[src/rtl/bgr_startup_ctrl.sv]
// rtl/bgr_startup_ctrl.sv - bandgap reference start-up, qualification and retry sequencer
module bgr_startup_ctrl #(
  parameter int KICK_CYCLES   = 16,
  parameter int SETTLE_CYCLES = 1024,
  parameter int CHECK_CYCLES  = 8,
  parameter int CHECK_TIMEOUT = 64,
  parameter int RETRY_MAX     = 3
) (
  input  logic       clk,
  input  logic       rst_n,
  input  logic       en_req,
  input  logic [3:0] trim_in,
  input  logic       cmp_ok,
  output logic       bgr_en,
  output logic       startup_kick,
  output logic [3:0] trim_code,
  output logic       ready,
  output logic       fault,
  output logic [2:0] state,
  output logic [2:0] retry_cnt
);

  typedef enum logic [2:0] {
    ST_IDLE   = 3'd0,
    ST_KICK   = 3'd1,
    ST_SETTLE = 3'd2,
    ST_CHECK  = 3'd3,
    ST_READY  = 3'd4,
    ST_FAULT  = 3'd5
  } state_e;

  // One shared phase timer covers KICK, SETTLE and the CHECK timeout.
  localparam int TMAX_KS = (KICK_CYCLES > SETTLE_CYCLES) ? KICK_CYCLES : SETTLE_CYCLES;
  localparam int TMAX    = (TMAX_KS > CHECK_TIMEOUT) ? TMAX_KS : CHECK_TIMEOUT;
  localparam int TW      = $clog2(TMAX + 1);
  localparam int QW      = $clog2(CHECK_CYCLES + 1);

  localparam logic [TW-1:0] KICK_LAST   = TW'(KICK_CYCLES - 1);
  localparam logic [TW-1:0] SETTLE_LAST = TW'(SETTLE_CYCLES - 1);
  localparam logic [TW-1:0] TMO_LAST    = TW'(CHECK_TIMEOUT - 1);
  localparam logic [QW-1:0] QUAL_LAST   = QW'(CHECK_CYCLES - 1);
  localparam logic [2:0]    RMAX        = 3'(RETRY_MAX);

  state_e        state_q, state_d;
  logic [TW-1:0] tmr_q, tmr_d;
  logic [QW-1:0] qual_q, qual_d;
  logic [2:0]    retry_q, retry_d;
  logic [3:0]    trim_q, trim_d;
  logic          cmp_meta_q, cmp_sync_q;
  logic          fail;

  logic          bgr_en_q, kick_q, ready_q, fault_q;
  logic [3:0]    trim_code_q;
  logic [2:0]    state_o_q, retry_o_q;

  // Two-flop synchronizer for the asynchronous comparator output.
  always_ff @(posedge clk or negedge rst_n) begin
    if (!rst_n) begin
      cmp_meta_q <= 1'b0;
      cmp_sync_q <= 1'b0;
    end else begin
      cmp_meta_q <= cmp_ok;
      cmp_sync_q <= cmp_meta_q;
    end
  end

  // Sequencer state, timers, retry count and latched trim.
  always_ff @(posedge clk or negedge rst_n) begin
    if (!rst_n) begin
      state_q <= ST_IDLE;
      tmr_q   <= '0;
      qual_q  <= '0;
      retry_q <= 3'd0;
      trim_q  <= 4'd0;
    end else begin
      state_q <= state_d;
      tmr_q   <= tmr_d;
      qual_q  <= qual_d;
      retry_q <= retry_d;
      trim_q  <= trim_d;
    end
  end

  // Next-state: phase timing, qualification/loss counting, retry and abort.
  always_comb begin
    state_d = state_q;
    tmr_d   = tmr_q;
    qual_d  = qual_q;
    retry_d = retry_q;
    trim_d  = trim_q;
    fail    = 1'b0;

    case (state_q)
      ST_IDLE: begin
        if (en_req) begin
          state_d = ST_KICK;
          trim_d  = trim_in;
        end
      end
      ST_KICK: begin
        if (tmr_q == KICK_LAST) state_d = ST_SETTLE;
        else                    tmr_d   = tmr_q + TW'(1);
      end
      ST_SETTLE: begin
        if (tmr_q == SETTLE_LAST) state_d = ST_CHECK;
        else                      tmr_d   = tmr_q + TW'(1);
      end
      ST_CHECK: begin
        // A qualify on the last timeout cycle takes priority over the timeout.
        if (cmp_sync_q && (qual_q == QUAL_LAST)) begin
          state_d = ST_READY;
        end else begin
          qual_d = cmp_sync_q ? (qual_q + QW'(1)) : '0;
          if (tmr_q == TMO_LAST) fail  = 1'b1;
          else                   tmr_d = tmr_q + TW'(1);
        end
      end
      ST_READY: begin
        if (!cmp_sync_q && (qual_q == QUAL_LAST)) fail   = 1'b1;
        else                                      qual_d = !cmp_sync_q ? (qual_q + QW'(1)) : '0;
      end
      ST_FAULT: begin
        state_d = ST_FAULT;
      end
      default: begin
        state_d = ST_IDLE;
      end
    endcase

    if (fail) begin
      retry_d = (retry_q == RMAX) ? retry_q : (retry_q + 3'd1);
      state_d = (retry_d == RMAX) ? ST_FAULT : ST_KICK;
    end

    // Dropping the enable request aborts from anywhere.
    if (!en_req) state_d = ST_IDLE;

    if (state_d == ST_IDLE) begin
      retry_d = 3'd0;
      trim_d  = 4'd0;
    end

    if (state_d != state_q) begin
      tmr_d  = '0;
      qual_d = '0;
    end
  end

  // Registered output decode so no input reaches a pin combinationally.
  always_ff @(posedge clk or negedge rst_n) begin
    if (!rst_n) begin
      bgr_en_q    <= 1'b0;
      kick_q      <= 1'b0;
      ready_q     <= 1'b0;
      fault_q     <= 1'b0;
      trim_code_q <= 4'd0;
      state_o_q   <= 3'd0;
      retry_o_q   <= 3'd0;
    end else begin
      bgr_en_q    <= (state_q == ST_KICK) || (state_q == ST_SETTLE) ||
                     (state_q == ST_CHECK) || (state_q == ST_READY);
      kick_q      <= (state_q == ST_KICK);
      ready_q     <= (state_q == ST_READY);
      fault_q     <= (state_q == ST_FAULT);
      trim_code_q <= trim_q;
      state_o_q   <= state_q;
      retry_o_q   <= retry_q;
    end
  end

  assign bgr_en       = bgr_en_q;
  assign startup_kick = kick_q;
  assign ready        = ready_q;
  assign fault        = fault_q;
  assign trim_code    = trim_code_q;
  assign state        = state_o_q;
  assign retry_cnt    = retry_o_q;

endmodule

[config.mk]
export PLATFORM = sky130hd
export DESIGN_NAME = bgr_startup_ctrl
export DESIGN_NICKNAME = d
export VERILOG_FILES = /design/src/rtl/bgr_startup_ctrl.sv
export SDC_FILE = /design/constraint.sdc
export NUM_CORES = 1
export LEC_CHECK = 0
export CORE_MARGIN = 3
export CORE_UTILIZATION = 35
export DETAILED_ROUTE_END_ITERATION = 7
export DONT_BUFFER_PORTS = 1
export MAX_ROUTING_LAYER = met4
export REMOVE_ABC_BUFFERS = 1
export SYNTH_ARGS = -nofsm -noshare
export SYNTH_HDL_FRONTEND = slang
export SYNTH_SLANG_ARGS = --single-unit
[constraint.sdc]
create_clock -name clk -period 3.9 [get_ports clk]
set_clock_uncertainty 0.15 [all_clocks]
set_input_delay 0.78 -clock clk [delete_from_list [all_inputs] [get_ports clk]]
set_output_delay 0.78 -clock clk [all_outputs]
set_load 0.02 [all_outputs]
==> summary.txt <==
Cells and area
  – Fill cells: 589
  – Design area: 2420 um2
  – Multi-input gate area: 1140 um2
  – Synth-to-Final Area Change: 7.62%
  – Share of cells above drive strength 1: 0.170
  – Commonest non-fill, non-tap cell in the layout: dfrtp_1
  – Reg area: 1030 um2
  – Fin nets: 222
  – Most frequent cells in the layout: dfrtp_1, nor2_1, a21oi_1, nand2_1, nor4_1
  – Ant. Diodes: 0

Worst setup path
  – R2r worst-path depth: 7
  – R2r endpoint: tmr_q[10]$_DFFE_PN0P_
  – Critical path class: reg -> reg
  – Slowest-stage cell, CP: dfrtp_1
  – CP Max Fanout: 23
  – Req. time, crit path: 3.94 ns
  – Critical Path End Type: flop
  – Reg-to-reg slack, setup: 1.06 ns
  – Crit-path max cell delay: 0.84 ns
  – Crit-path cells: nor3b_2 > and2_4 > o21a_4 > a21oi_4 > xnor2_2 > buf_4 > nor4b_1
  – Worst r2r src: state_q[2]$_DFF_PN0_
  – CP Launch Type: flop
  – Arrival @ worst endpoint: 2.88 ns

Synthesis
  – Yosys warnings: 0
  – Post-synth EDFFs: 0
  – Cells after Synth: 211
  – Async S/R FF share, synth: 1.00
  – Top_reg_cell synth: dfrtp_1
  – Synthesized area per cell: 10.7 um2
  – Number of synthesized register bits: 41
  – Cell Area, Synth: 2250 um2
  – Post-synthesis sequential area ratio: 0.456
  – Netlist cell types: 53

GRT
  – Initial antenna violation count: 0
  – Global-route wire length before repair: 7600 um
  – Largest net degree at the start of global routing: 42
  – Grt ovf: 0
  – Gr usage total: 0.132
  – Number of global-route vias before repair: 1549

Drt
  – Remaining DRCs: 0
  – Drt via density: 5.64
  – Initial DRC count: 72
  – ANT nets after route: 0
  – Wire per inst: 15.4 um
  – Vias: 1618
  – DRT Wirelength: 4410 um
  – TritonRoute pass-1 iters: 4

Clock tree
  – Num CTS Buffers: 5
  – Hold-fix buffers at CTS: 0
  – Root Driver: clkbuf_8
  – Post-CTS setup buffers: 0
  – Clock Latency Late Sink: 0.29 ns
  – CTS tree: done
  – H-tree depth: 2
  – Clk pin slew, worst setup/hold paths: 0.08 ns
  – Longest Clk Path Bufs: 2
  – Clk sink count: 41
  – CTS-repair resized insts: 0

Timing
  – Final Cycle Share: 0.728
  – Max-slew headroom: 0.496
  – RSZ-0062 raised after global routing: false
  – Worst Tran Pin Value: 0.757 ns
  – Slew Viols, Final: 0
  – Endpoints failing hold: 0
  – Fmax: 352 MHz
  – Setup violations, final: 0
  – Fin worst setup slack: 1.06 ns
  – Setup_tns: 0 ns
  – Period minus WS final: 2.84 ns

Worst hold path
  – Hold crit path type: in -> async

Floorplan
  – Chip Width: 86.2 um
  – Starting density of the core: 0.371
  – Site Rows: 28
  – Core ar.: 6060 um2
  – Die area: 7420 um2
  – Boundary pin count: 22
  – Die H: 86.2 um

Power and ir drop
  – Final Total Pwr: 0.835 mW
  – Max IR drop VDD: 0.193 mV
  – Leakage power: 1.05 nW
  – Pwr dens: 345 nW/um2

Placed design
  – Placed Area: 2300 um2
  – Number of buffers added on ports: 0
  – Routability cong.: 0.822
  – HPWL after DPL: 2980 um
  – Pre-CTS setup slack: 1.07 ns

Status
  – Status: complete, no violations

Flow run
  – Max-cap viol count: 0
[cell type report]
class / instances / share of cell area
clock buffers: 6 / 0.0341
clock inverters: 2 / 0.0155
inverters: 5 / 0.00776
multi-input cells: 155 / 0.471
flip-flops and latches: 41 / 0.424
well taps: 75 / 0.0388
repair buffers: 3 / 0.00931
[Yosys cell counts, drive strengths merged (4+ instances only)]
library cell,count,share of area
a22oi,6,0.020
xor2,10,0.039
buf,7,0.027
dfrtp,41,0.46
inv,5,0.0083
o21ai,7,0.016
nor3,4,0.0089
xnor2,4,0.019
nand3,7,0.016
nor2,21,0.035
nand3b,4,0.019
nor4,22,0.096
a21oi,15,0.040
nand2,12,0.021
nand4,5,0.014
[logic make-up (layout without fill, tap and decap cells)]
| logic type | count (synthesis) | in the layout | synth area share |
|---|---|---|---|
| AOI/OAI and AO/OA | 44 | 44 | 0.144 |
| xor gates and xnor gates | 14 | 14 | 0.0579 |
| muxes | 2 | 2 | 0.00890 |
| buffers and inverters | 15 | 16 | 0.0406 |
| adders and majority gates | 3 | 3 | 0.0167 |
| DFF | 41 | 41 | 0.456 |
| and+or+nand+nor | 92 | 92 | 0.275 |
[report_power, final]
group / leakage, nW / total (mW) / switching [mW] / internal (mW)
clock network: 0.0574 / 0.356 / 0.148 / 0.208
logic: 0.442 / 0.0301 / 0.0194 / 0.0107
registers: 0.553 / 0.449 / 0.0141 / 0.434
[metrics by stage]
step | util | hold slack (ns) | std cells
2_1_floorplan | - | 0.181 | 201
3_3_place_gp | 0.379 | 0.185 | 279
3_5_place_dp | 0.379 | 0.185 | 279
4_1_cts | 0.399 | 0.0149 | 287
5_1_grt | 0.399 | 0.00432 | 287
6_report | 0.399 | 0.0243 | 287
[per-layer routing]
layer | global-route usage | part of all wire | vias up
met5 | - | 0 | -
met4 | 0.0432 | 0.0084 | 0
met3 | 0.0384 | 0.057 | 2
met2 | 0.193 | 0.45 | 41
met1 | 0.173 | 0.48 | 786
li1 | - | - | 789
[critical path: cells and delay by family, from the launching register on]
family | cells | cell delay (ns)
buffers and inverters | 1 | 0.21
xor gates and xnor gates | 1 | 0.13
DFF | 1 | 0.84
and+or+nand+nor | 3 | 1.14
AOI/OAI and AO/OA | 2 | 0.27
[flip-flops by register name, indices dropped and copies added (netlist names)]
register	cells
state_q	3
qual_q	4
fault	1
bgr_en	1
trim_q	4
retry_q	3
ready	1
tmr_q	11
startup_kick	1
state	3
cmp_sync_q	1
cmp_meta_q	1
trim_code	4
retry_cnt	3
[how the worst max path moves through the flow]
stage | start | endpoint | depth (start not counted)
after floorplan | en_req | qual_q[0]$_DFFE_PN0P_ | 3
after global placement | state_q[2]$_DFF_PN0_ | tmr_q[10]$_DFFE_PN0P_ | 7
after detailed placement | state_q[2]$_DFF_PN0_ | tmr_q[10]$_DFFE_PN0P_ | 7
after CTS | state_q[2]$_DFF_PN0_ | tmr_q[10]$_DFFE_PN0P_ | 7
after global routing | state_q[1]$_DFF_PN0_ | qual_q[2]$_DFFE_PN0P_ | 7
final | state_q[2]$_DFF_PN0_ | tmr_q[10]$_DFFE_PN0P_ | 7
No activity file was read; power rests on OpenSTA's default activity.
